## config.mk

```make
export PLATFORM = sky130hd
export DESIGN_NAME = seconds_display_flat
export DESIGN_NICKNAME = d
export VERILOG_FILES = /design/src/rtl/seconds_display_if.sv /design/src/rtl/seconds_display.sv /design/src/flat_wrapper.sv
export SDC_FILE = /design/constraint.sdc
export NUM_CORES = 1
export LEC_CHECK = 0
export ABC_CLOCK_PERIOD_IN_PS = 3100
export BUFFER_PORTS_ARGS = -buffer_cell sky130_fd_sc_hd__buf_2
export CORE_MARGIN = 2
export CORE_UTILIZATION = 30
export CTS_CLUSTER_SIZE = 40
export DETAILED_ROUTE_END_ITERATION = 8
export PLACE_DENSITY = 0.49
export RECOVER_POWER = 50
export SYNTH_ARGS = -nofsm -noshare
export SYNTH_HDL_FRONTEND = slang
export SYNTH_SLANG_ARGS = --single-unit
```

## constraint.sdc

```tcl
create_clock -name clk -period 3.1 [get_ports clk]
set_input_delay 0 -clock clk [delete_from_list [all_inputs] [get_ports clk]]
set_output_delay 0 -clock clk [all_outputs]
set_load 0.05 [all_outputs]
```

## src/rtl/seconds_display_if.sv

```systemverilog
// Seconds-display bus: the seconds count from the counter plus the converted
// BCD value and the multiplexed 7-segment drive produced by the display block.
interface seconds_display_if #(
  parameter int WIDTH = 13
);
  logic [WIDTH-1:0] seconds;
  logic [6:0]       seg;
  logic             dp;
  logic [3:0]       an;
  logic [15:0]      bcd;
  logic             busy;

  modport master (output seconds, input seg, dp, an, bcd, busy);
  modport slave  (input seconds, output seg, dp, an, bcd, busy);
endinterface

```

## src/rtl/seconds_display.sv

```systemverilog
// Binary seconds -> 4-digit BCD through a sequential double-dabble engine,
// scanned onto an active-low, time-multiplexed 7-segment display.
module seconds_display #(
  parameter int WIDTH         = 13,
  parameter int REFRESH_DIV   = 100000,
  parameter bit BLANK_LEADING = 1'b1
) (
  input logic              clk,
  input logic              rst,
  seconds_display_if.slave bus
);
  localparam int CW = $clog2(WIDTH + 1);
  localparam int RW = (REFRESH_DIV > 1) ? $clog2(REFRESH_DIV) : 1;

  typedef enum logic [1:0] {IDLE = 2'd0, SHIFT = 2'd1, DONE = 2'd2} state_t;

  function automatic logic [15:0] add3_nibbles(input logic [15:0] v);
    logic [15:0] r;
    r = v;
    for (int i = 0; i < 4; i++) begin
      if (v[4*i +: 4] >= 4'd5) begin
        r[4*i +: 4] = v[4*i +: 4] + 4'd3;
      end else begin
        r[4*i +: 4] = v[4*i +: 4];
      end
    end
    return r;
  endfunction

  function automatic logic [6:0] seg_of(input logic [3:0] d);
    logic [6:0] s;
    case (d)
      4'd0:    s = 7'b1000000;
      4'd1:    s = 7'b1111001;
      4'd2:    s = 7'b0100100;
      4'd3:    s = 7'b0110000;
      4'd4:    s = 7'b0011001;
      4'd5:    s = 7'b0010010;
      4'd6:    s = 7'b0000010;
      4'd7:    s = 7'b1111000;
      4'd8:    s = 7'b0000000;
      4'd9:    s = 7'b0010000;
      default: s = 7'b1111111;
    endcase
    return s;
  endfunction

  state_t           state_r, state_s;
  logic [WIDTH-1:0] seconds_s;
  logic [WIDTH-1:0] last_sample_r, last_sample_s;
  logic [WIDTH-1:0] sample_r, sample_s;
  logic [15:0]      scratch_r, scratch_s, adj_s;
  logic [CW-1:0]    shift_cnt_r, shift_cnt_s;
  logic [15:0]      bcd_r, bcd_s;
  logic             busy_r, busy_s;

  logic [RW-1:0]    refresh_cnt_r, refresh_cnt_s;
  logic [1:0]       digit_idx_r, digit_idx_s;
  logic [3:0]       digit_s;
  logic             blank_s;
  logic [3:0]       an_r, an_s;
  logic [6:0]       seg_r, seg_s;
  logic             dp_r;

  assign seconds_s = bus.seconds;

  // Conversion FSM: next-state and datapath.
  always_comb begin
    state_s       = state_r;
    last_sample_s = last_sample_r;
    sample_s      = sample_r;
    scratch_s     = scratch_r;
    shift_cnt_s   = shift_cnt_r;
    bcd_s         = bcd_r;
    busy_s        = busy_r;
    adj_s         = add3_nibbles(scratch_r);
    case (state_r)
      IDLE: begin
        if (seconds_s != last_sample_r) begin
          last_sample_s = seconds_s;
          sample_s      = seconds_s;
          scratch_s     = 16'd0;
          shift_cnt_s   = CW'(WIDTH);
          busy_s        = 1'b1;
          state_s       = SHIFT;
        end else begin
          state_s = IDLE;
        end
      end
      SHIFT: begin
        {scratch_s, sample_s} = {adj_s, sample_r} << 1'b1;
        shift_cnt_s = shift_cnt_r - CW'(1);
        if (shift_cnt_r == CW'(1)) begin
          state_s = DONE;
        end else begin
          state_s = SHIFT;
        end
      end
      DONE: begin
        bcd_s   = scratch_r;
        busy_s  = 1'b0;
        state_s = IDLE;
      end
      default: begin
        busy_s  = 1'b0;
        state_s = IDLE;
      end
    endcase
  end

  // Conversion FSM: state and datapath registers.
  always_ff @(posedge clk or posedge rst) begin
    if (rst) begin
      state_r       <= IDLE;
      last_sample_r <= '0;
      sample_r      <= '0;
      scratch_r     <= 16'd0;
      shift_cnt_r   <= '0;
      bcd_r         <= 16'd0;
      busy_r        <= 1'b0;
    end else begin
      state_r       <= state_s;
      last_sample_r <= last_sample_s;
      sample_r      <= sample_s;
      scratch_r     <= scratch_s;
      shift_cnt_r   <= shift_cnt_s;
      bcd_r         <= bcd_s;
      busy_r        <= busy_s;
    end
  end

  // Scan timing, digit select and leading-zero blanking.
  always_comb begin
    if (refresh_cnt_r == RW'(REFRESH_DIV - 1)) begin
      refresh_cnt_s = '0;
      digit_idx_s   = digit_idx_r + 2'd1;
    end else begin
      refresh_cnt_s = refresh_cnt_r + RW'(1);
      digit_idx_s   = digit_idx_r;
    end
    case (digit_idx_s)
      2'd0:    begin digit_s = bcd_r[3:0];   blank_s = 1'b0; end
      2'd1:    begin digit_s = bcd_r[7:4];   blank_s = (bcd_r[15:4] == 12'd0); end
      2'd2:    begin digit_s = bcd_r[11:8];  blank_s = (bcd_r[15:8] == 8'd0); end
      2'd3:    begin digit_s = bcd_r[15:12]; blank_s = (bcd_r[15:12] == 4'd0); end
      default: begin digit_s = 4'd0;         blank_s = 1'b0; end
    endcase
    if (BLANK_LEADING && blank_s) begin
      an_s  = 4'b1111;
      seg_s = 7'h7F;
    end else begin
      an_s  = ~(4'b0001 << digit_idx_s);
      seg_s = seg_of(digit_s);
    end
  end

  // Scan registers; anode and cathode drive change together.
  always_ff @(posedge clk or posedge rst) begin
    if (rst) begin
      refresh_cnt_r <= '0;
      digit_idx_r   <= 2'd0;
      an_r          <= 4'b1110;
      seg_r         <= 7'b1000000;
      dp_r          <= 1'b1;
    end else begin
      refresh_cnt_r <= refresh_cnt_s;
      digit_idx_r   <= digit_idx_s;
      an_r          <= an_s;
      seg_r         <= seg_s;
      dp_r          <= 1'b1;
    end
  end

  assign bus.bcd  = bcd_r;
  assign bus.busy = busy_r;
  assign bus.an   = an_r;
  assign bus.seg  = seg_r;
  assign bus.dp   = dp_r;
endmodule
```

## src/flat_wrapper.sv

```systemverilog
// flat-port wrapper written by rule: the top's interface ports become plain ports
module seconds_display_flat 
#(
  parameter int WIDTH         = 13,
  parameter int REFRESH_DIV   = 100000,
  parameter bit BLANK_LEADING = 1'b1
)
  (clk, rst, bus_seconds, bus_seg, bus_dp, bus_an, bus_bcd, bus_busy);
  seconds_display_if #(.WIDTH(WIDTH)) bus_i ();
  input logic clk;
  input logic rst;
  input wire logic [$bits(bus_i.seconds)-1:0] bus_seconds;
  output wire logic [$bits(bus_i.seg)-1:0] bus_seg;
  output wire logic [$bits(bus_i.dp)-1:0] bus_dp;
  output wire logic [$bits(bus_i.an)-1:0] bus_an;
  output wire logic [$bits(bus_i.bcd)-1:0] bus_bcd;
  output wire logic [$bits(bus_i.busy)-1:0] bus_busy;
  assign bus_i.seconds = bus_seconds;
  assign bus_seg = bus_i.seg;
  assign bus_dp = bus_i.dp;
  assign bus_an = bus_i.an;
  assign bus_bcd = bus_i.bcd;
  assign bus_busy = bus_i.busy;
  seconds_display #(.WIDTH(WIDTH), .REFRESH_DIV(REFRESH_DIV), .BLANK_LEADING(BLANK_LEADING)) u_core (.clk(clk), .rst(rst), .bus(bus_i));
endmodule
```

==> results of run 1 <==
power by group through the flow:
| stage | clock, µW | sequential, µW | combinational (µW) |
|---|---|---|---|
| floorplan | 0 | 2420 | 1420 |
| global placement | 0 | 2070 | 2280 |
| detailed placement | 0 | 2080 | 2330 |
| CTS | 1170 | 2060 | 2350 |
| global route | 1210 | 2130 | 2560 |
| finish | 1140 | 2070 | 2280 |
layout make-up:
cell class	count	area, µm²
tap	216	270
clock buffer	11	243
sequential	95	2380
inverter	18	68.8
fill	1592	10100
multi-input combinational	311	2210
clock inverter	5	56.3
timing repair buffer	68	400
state kept, by name, indices dropped and copies added, names as in the netlist, 2 cells and up:
signal                count
u_core.bus.an             4
u_core.bus.bcd           16
u_core.bus.seg            7
u_core.digit_idx_r        2
u_core.last_sample_r     13
u_core.refresh_cnt_r     17
u_core.sample_r          13
u_core.scratch_r         16
u_core.shift_cnt_r        4
u_core.state_r            2
per-layer routing:
layer  track usage  up-vias  share of wire
met5             0        -              0
met4        0.0436        0          0.017
met3        0.0406       14          0.040
met2         0.207       77           0.46
met1         0.165     1681           0.48
li1              -     1665              -
stage by stage:
stage | std cells | hold WS [ns] | setup slack (ns) | total power [µW]
finish | 724 | 0.454 | 0.266 | 5480
global route | 724 | 0.458 | 0.0931 | 5900
CTS | 724 | 0.302 | 0.134 | 5580
detailed placement | 694 | 0.134 | 0.149 | 4410
global placement | 694 | 0.122 | 0.227 | 4350
floorplan | 444 | 0.135 | 0.581 | 3840
critical path, cell delays in order (launching register included):
cell,delay [ns]
dfrtp_1,0.39
ha_1,0.21
and4_1,0.26
and4_2,0.41
buf_4,0.21
mux2i_1,0.24
o211a_1,0.38
ha_1,0.30
o21ai_0,0.17
nand4_1,0.10
cells in the final DEF (no fill, tap or decap), drive strengths merged, types with 19 or more instances in the layout:
master  instances
a21oi          25
o21ai          32
nor2           43
xnor2          20
buf            24
mux2           35
clkbuf         41
dfrtp          91
mux2i          19
timing repair:
| action | 4_1_cts | 5_1_grt |
|---|---|---|
| endpoints found under the setup margin | 0 | 1 |
| hold buffers | 14 | 0 |
| buffers inserted | 0 | 0 |
| hold endpoints to repair | 66 | 0 |
| gates resized for setup | 0 | 1 |
worst min-delay path by stage:
stage | from | endpoint
after detailed placement | rst | u_core.refresh_cnt_r[3]
final | bus_seconds[4] | u_core.last_sample_r[4]
after global placement | rst | u_core.sample_r[8]
after CTS | rst | u_core.last_sample_r[6]
after global routing | bus_seconds[10] | u_core.last_sample_r[10]
after floorplan | bus_seconds[10] | u_core.last_sample_r[10]
cells by family after synthesis:
logic type / after synthesis
compound gates: 72
xor+xnor: 37
fa+ha+maj: 14
buf+inv: 38
flops: 95
mux: 54
other cells: 1
simple gates: 133
==> summary.txt, run 1 <==
STA
  • Final min period: approximately 2.8 ns
  • Final hold vios: 0
  • Fmax: 0.353 GHz
  • Final setup fails: 0
  • Actual slew at the worst max-slew pin: 2.13 ns
  • Setup TNS: 0 ns
  • Fin crit share: 0.914
  • RSZ-0062 raised after global routing: false
  • Slew Limit Headroom: -0.428
  • Slew Viols, Final: 47
  • Skew final: ~0.0075 ns

Yosys
  • Seq/Total Area, Yosys: 0.499
  • Post-synthesis simple-gate area fraction: 0.143
  • Main synth FF type: dfrtp_1
  • Syn_area_per_cell: around 11 µm²
  • Top cell type's share of synthesized area: 0.477
  • Syn nets: approximately 470
  • Post-synthesis mux area share: 0.122
  • Synth top area cells: dfrtp_1 48%, mux2_2 4.7%, mux2i_1 4.0%, ha_1 3.7%, mux2_1 3.5%
  • Async SR Flop Fraction: 1.00
  • Netlist cell types: 53
  • Cell Area, Synth: 0.00477 mm²
  • Synth warnings: 0
  • Gate Count Post-Synth: approximately 440
  • Post-Synth XOR/XNOR Area: 0.0718
  • Post-synthesis adder-cell area fraction: 0.0367
  • Most frequent cell after synthesis: dfrtp_1
  • Largest family of logic cells by synthesized area: simple AND/OR/NAND/NOR gates
  • Post-synth top cells: 91 x dfrtp_1, 43 x nor2_1, 26 x o21ai_1
  • Complex-gate fraction of the synthesized area: 0.0884
  • Number of synthesized flops with an enable pin: 0
  • Yosys reg bits: 95
  • Yosys top cell by area: dfrtp_1

Pwr
  • Clock power share: 0.207
  • Psw: around 2300 µW
  • Pwr dens: between 900 and 1000 mW/mm²
  • Sw Share: 0.420
  • Internal power: 3180 µW
  • Sequential Power Share: 0.377
  • Leak: between 0.002 and 0.0025 µW
  • Combinational Power Share: 0.416
  • Peak supply drop: ~410 µV

Clocking
  • Reg clk slew, reported paths: around 0.070 ns
  • CTS Buf Count: 9
  • Clock Latency Late Sink: roughly 0.35 ns
  • Total clock sinks: 95
  • Htree depth: 3
  • Clock Tree Root: clkbuf_16
  • CTS tree: yes
  • Max clock buf depth: 2

Global route
  • Largest net degree at the start of global routing: between 40 and 50
  • Initial antenna violation count: 0
  • Total track usage: 0.129
  • First-pass GRT wire length: between 15 and 20 mm
  • Vias in the first global route: between 3000 and 4000
  • Grt total ovfl: 0

Place
  • Gpl congestion: just under 0.9
  • Detailed Place HPWL: between 6 and 7 mm
  • Dpl cell area: 0.00524 mm²
  • Buffers on Ports: 42

Detailed routing
  • Wirelength per Cell: approximately 14 µm
  • Routed Antenna Nets: 0
  • Vias per inst: 4.75
  • Drc violations: 0
  • Pre-antenna DRT Iters: 4
  • Starting DRC count in detailed routing: 177
  • WL final: just over 10 mm
  • Routed via count: roughly 3400

Critical path
  • FF-to-FF path depth: 9
  • Required @ worst endpoint: 3.29 ns
  • Kind of critical path: flip-flop to flip-flop
  • Critical path endpoint: u_core.bus.seg[3]
  • CP Capture Type: flip-flop
  • Crit. Startpoint: u_core.refresh_cnt_r[0]
  • Startpoint types: flip-flop
  • Flop2flop setup slack: ~0.27 ns
  • RR Endpoint: u_core.bus.seg[3]
  • RR Startpoint: u_core.refresh_cnt_r[0]
  • Crit path DAT: 3.02 ns
  • Crit Path Max Fanout: 10

Floorplan
  • Std-Cell Rows: 46
  • Die area: ~0.017 mm²
  • Die width: between 100 and 150 µm
  • Die Y: 130 µm
  • Initial core utilization: 0.304
  • Number of I/O pins: between 40 and 50
  • CORE AREA: between 0.015 and 0.02 mm²

Cells and area
  • Antenna diode count: 0
  • Final core area utilization: 0.359
  • Layout cell share with drive strength beyond 1: 0.148
  • Final-stage net count: roughly 530
  • Area Growth Syn to Fin: 18.1%
  • Finished Cell Area: 0.00564 mm²

Run status
  • Outcome: finished with violations
  • Failing checks: capacitance limit, slew limit

Run
  • Maxcap violations: 1

Worst hold path
  • Hold Path Class: input port to flip-flop
  • Hold Path Cell Cnt: 3
No activity file was read; power rests on OpenSTA's default activity.
==> inputs of run 2 (changes only) <==
--- a/config.mk
+++ b/config.mk
@@ -5,6 +5,7 @@
 export SDC_FILE = /design/constraint.sdc
 export NUM_CORES = 1
 export LEC_CHECK = 0
+export ABC_AREA = 1
 export ABC_CLOCK_PERIOD_IN_PS = 3100
 export BUFFER_PORTS_ARGS = -buffer_cell sky130_fd_sc_hd__buf_2
 export CORE_MARGIN = 2
==> summary.txt, run 2 <==
Clocking
  • Clock Tree Root: clkbuf_16
  • CTS Buf Count: 9 (unchanged)
  • Htree depth: 3 (unchanged)
  • CTS tree: yes
  • Max clock buf depth: 2 (unchanged)
  • Total clock sinks: 95 (unchanged)
  • Clock Latency Late Sink: 0.35 ns (about the same)
  • Setup bufs post-CTS: 0 (unchanged)
  • Reg clk slew, reported paths: 0.07 ns (about the same)

Yosys
  • Top cell type's share of synthesized area: 0.477 (unchanged)
  • Post-synthesis adder-cell area fraction: 0.0367 (unchanged)
  • Netlist cell types: 35 (-34%)
  • Number of synthesized flops with an enable pin: 0 (unchanged)
  • Post-synthesis mux area share: 0 (-0.122)
  • Syn nets: 577 (+22%)
  • Largest family of logic cells by synthesized area: simple AND/OR/NAND/NOR gates
  • Post-synth top cells: 113 x nand2_1, 91 x dfrtp_1, 79 x inv_1
  • Most frequent cell after synthesis: nand2_1
  • Async SR Flop Fraction: 1.00 (unchanged)
  • Main synth FF type: dfrtp_1
  • Post-Synth XOR/XNOR Area: 0.0312 (-0.0406)
  • Cell Area, Synth: 0.00477 mm² (unchanged)
  • Syn_area_per_cell: 8.71 µm² (-19%)
  • Seq/Total Area, Yosys: 0.499 (unchanged)
  • Yosys top cell by area: dfrtp_1
  • Complex-gate fraction of the synthesized area: 0.131 (+0.0425)
  • Gate Count Post-Synth: 548 (+23%)
  • Yosys reg bits: 95 (unchanged)
  • Synth warnings: 0 (unchanged)
  • Synth top area cells: dfrtp_1 48%, nand2_1 8.9%, o21ai_0 7.3%, inv_1 6.2%, nand3_1 3.9%
  • Post-synthesis simple-gate area fraction: 0.224 (+0.0805)

Floorplan
  • CORE AREA: 0.0157 mm² (unchanged)
  • Std-Cell Rows: 46 (unchanged)
  • Number of I/O pins: 44 (unchanged)
  • Die area: 0.0169 mm² (unchanged)
  • Initial core utilization: 0.304 (unchanged)
  • Die Y: 130 µm (unchanged)
  • Die width: 130 µm (unchanged)

Critical path
  • Required @ worst endpoint: 3.33 ns (+0.04 ns)
  • Crit path DAT: 2.82 ns (-0.20 ns)
  • Flop2flop setup slack: 0.50 ns (+0.23 ns)
  • Kind of critical path: flip-flop to flip-flop
  • RR Endpoint: u_core.bus.seg[3]
  • CP Capture Type: flip-flop
  • FF-to-FF path depth: 15 (+6)
  • Crit Path Max Fanout: 10 (unchanged)
  • Startpoint types: flip-flop
  • RR Startpoint: u_core.refresh_cnt_r[0]

Cells and area
  • Max reg flops: 17 (unchanged)
  • Antenna diode count: 0 (unchanged)
  • Post-Layout Cell Count: 826 (+14%)
  • Area Growth Syn to Fin: 17.7%
  • Most common cell after layout, fill and taps aside: nand2_1
  • Fill cell count: 1660 (+4.3%)
  • Most flops, register: u_core.refresh_cnt_r
  • Final core area utilization: 0.357 (-0.00127)
  • Final-stage net count: 634 (+19%)
  • Layout cell share with drive strength beyond 1: 0.102 (-0.0460)
  • Most frequent cells in the layout: 113 x nand2_1, 91 x dfrtp_1, 78 x inv_1

Run status
  • Outcome: finished with violations
  • Failing checks: capacitance limit, slew limit

Detailed routing
  • Starting DRC count in detailed routing: 207 (+17%)
  • Wirelength per Cell: 12.3 µm (-12%)
  • Vias per inst: 4.49 (-5.5%)
  • Routed Antenna Nets: 0 (unchanged)
  • Pre-antenna DRT Iters: 4 (unchanged)
  • Routed via count: 3705 (+7.8%)
  • WL final: 10.2 mm (+0.95%)
  • Drc violations: 0 (unchanged)

STA
  • Actual slew at the worst max-slew pin: 1.66 ns (-0.474 ns)
  • Final hold vios: 0 (unchanged)
  • Slew Limit Headroom: -0.105 (+0.324)
  • Setup TNS: 0 ns (unchanged)
  • RSZ-0062 raised after global routing: false
  • Skew final: 0.00699 ns (-0.000471 ns)
  • Fmax: 0.385 GHz (+9.0%)
  • Fin crit share: 0.838 (-0.0756)
  • Final min period: 2.60 ns (-0.234 ns)
  • Post-route setup slack: 0.501 ns (+0.234 ns)
  • Slew Viols, Final: 80 (+70%)
  • Final setup fails: 0 (unchanged)

Global route
  • Total track usage: 0.128 (-0.000901)
  • Vias in the first global route: 3673 (+8.0%)
  • Initial antenna violation count: 0 (unchanged)
  • First-pass GRT wire length: 17.4 mm (+2.1%)
  • Grt total ovfl: 0 (unchanged)
  • Largest net degree at the start of global routing: 80 (+70%)

Place
  • Detailed Place HPWL: 7.24 mm (+3.5%)
  • Post-place setup slack: 0.467 ns (+0.318 ns)
  • Gpl congestion: 0.826 (-6.2%)
  • Buffers on Ports: 42 (unchanged)
  • Placed Cells: 796 (+15%)

Worst hold path
  • Hold Path Class: input port to flip-flop
  • Hold Path Cell Cnt: 4 (+1)
  • Min-delay src: bus_seconds[4]
  • WHS Endpoint: u_core.last_sample_r[4]

Pwr
  • Pwr dens: 941 mW/mm² (-3.3%)
  • Peak supply drop: 442 µV (+6.8%)
  • Leak: 0.00271 µW (+11%)
  • Pwr Total: 5280 µW (-3.6%)

Run
  • Maxcap violations: 1 (unchanged)
run 2: cell types whose count changed in the layout (fill, tap and decap cells not counted), moves of 15 or more:
cell,previous run,this run
inv_1,16,78
mux2_1,15,0
mux2_2,20,0
mux2i_1,19,0
nand2_1,18,113
nand3_1,17,37
nor2_1,43,25
o21ai_0,6,70
o21ai_1,25,0
xnor2_1,19,4
run 2: per-stage QoR:
stage / area (µm²) / hold WS [ns]
after floorplan: 4770 / 0.117
after global placement: 5230 / 0.265
after detailed placement: 5230 / 0.272
after CTS: 5660 / 0.434
after global routing: 5620 / 0.475
final: 5620 / 0.449
run 2: layer usage:
layer	vias up	routed length, µm	GRT usage
li1	1892	-	-
met3	7	423	0.0365
met4	0	88	0.0310
met2	64	4600	0.210
met5	-	0	0
met1	1742	5060	0.167
run 2: cells by family (layout without fill, tap and decap cells):
kind of cell	after synthesis	count (layout)
buffers and inverters	96	158
AOI/OAI and AO/OA	111	111
adders and majority gates	14	14
xor gates and xnor gates	17	17
other	1	1
and+or+nand+nor	214	214
DFF	95	95
run 2: worst max path at each step:
stage                                 start                 end
floorplan                               rst    u_core.bus.an[0]
global placement    u_core.refresh_cnt_r[0]   u_core.bus.seg[3]
detailed placement  u_core.refresh_cnt_r[0]   u_core.bus.seg[3]
CTS                 u_core.refresh_cnt_r[0]   u_core.bus.seg[3]
global route        u_core.last_sample_r[8]  u_core.sample_r[0]
finish              u_core.refresh_cnt_r[0]   u_core.bus.seg[3]
run 2: critical path: stages (launching register included):
cell and delay, ns:
dfrtp_1 0.37, ha_1 0.19, nand3_1 0.19, nor2_4 0.23
nand3_4 0.15, nand2_4 0.13, nand2_4 0.10, nand3_1 0.08
nand3_1 0.19, nor2_8 0.18, inv_1 0.10, ha_1 0.31
nand3_1 0.09, nand2_1 0.05, nand2_1 0.05, nand2_1 0.05
run 2: cell type report:
| class | count | area [µm²] | area share |
|---|---|---|---|
| repair buffers | 60 | 342 | 0.0608 |
| multi-input cells | 357 | 2020 | 0.360 |
| clock buffers | 11 | 253 | 0.0450 |
| inverters | 82 | 313 | 0.0557 |
| well taps | 216 | 270 | 0.0481 |
| clock inverters | 5 | 32.5 | 0.00579 |
| flip-flops and latches | 95 | 2380 | 0.424 |
run 2: timing repair:
action / CTS / global route
hold buffers: 14 / 0
gates resized for setup: 0 / 0
hold endpoints to repair: 99 / 0
run 2: report_power, final:
part / internal, µW / switching [µW] / total [µW] / leakage, µW
registers: 1690 / 279 / 1970 / 0.00117
logic: 711 / 1550 / 2260 / 0.00141
clock network: 584 / 468 / 1050 / 0.000134
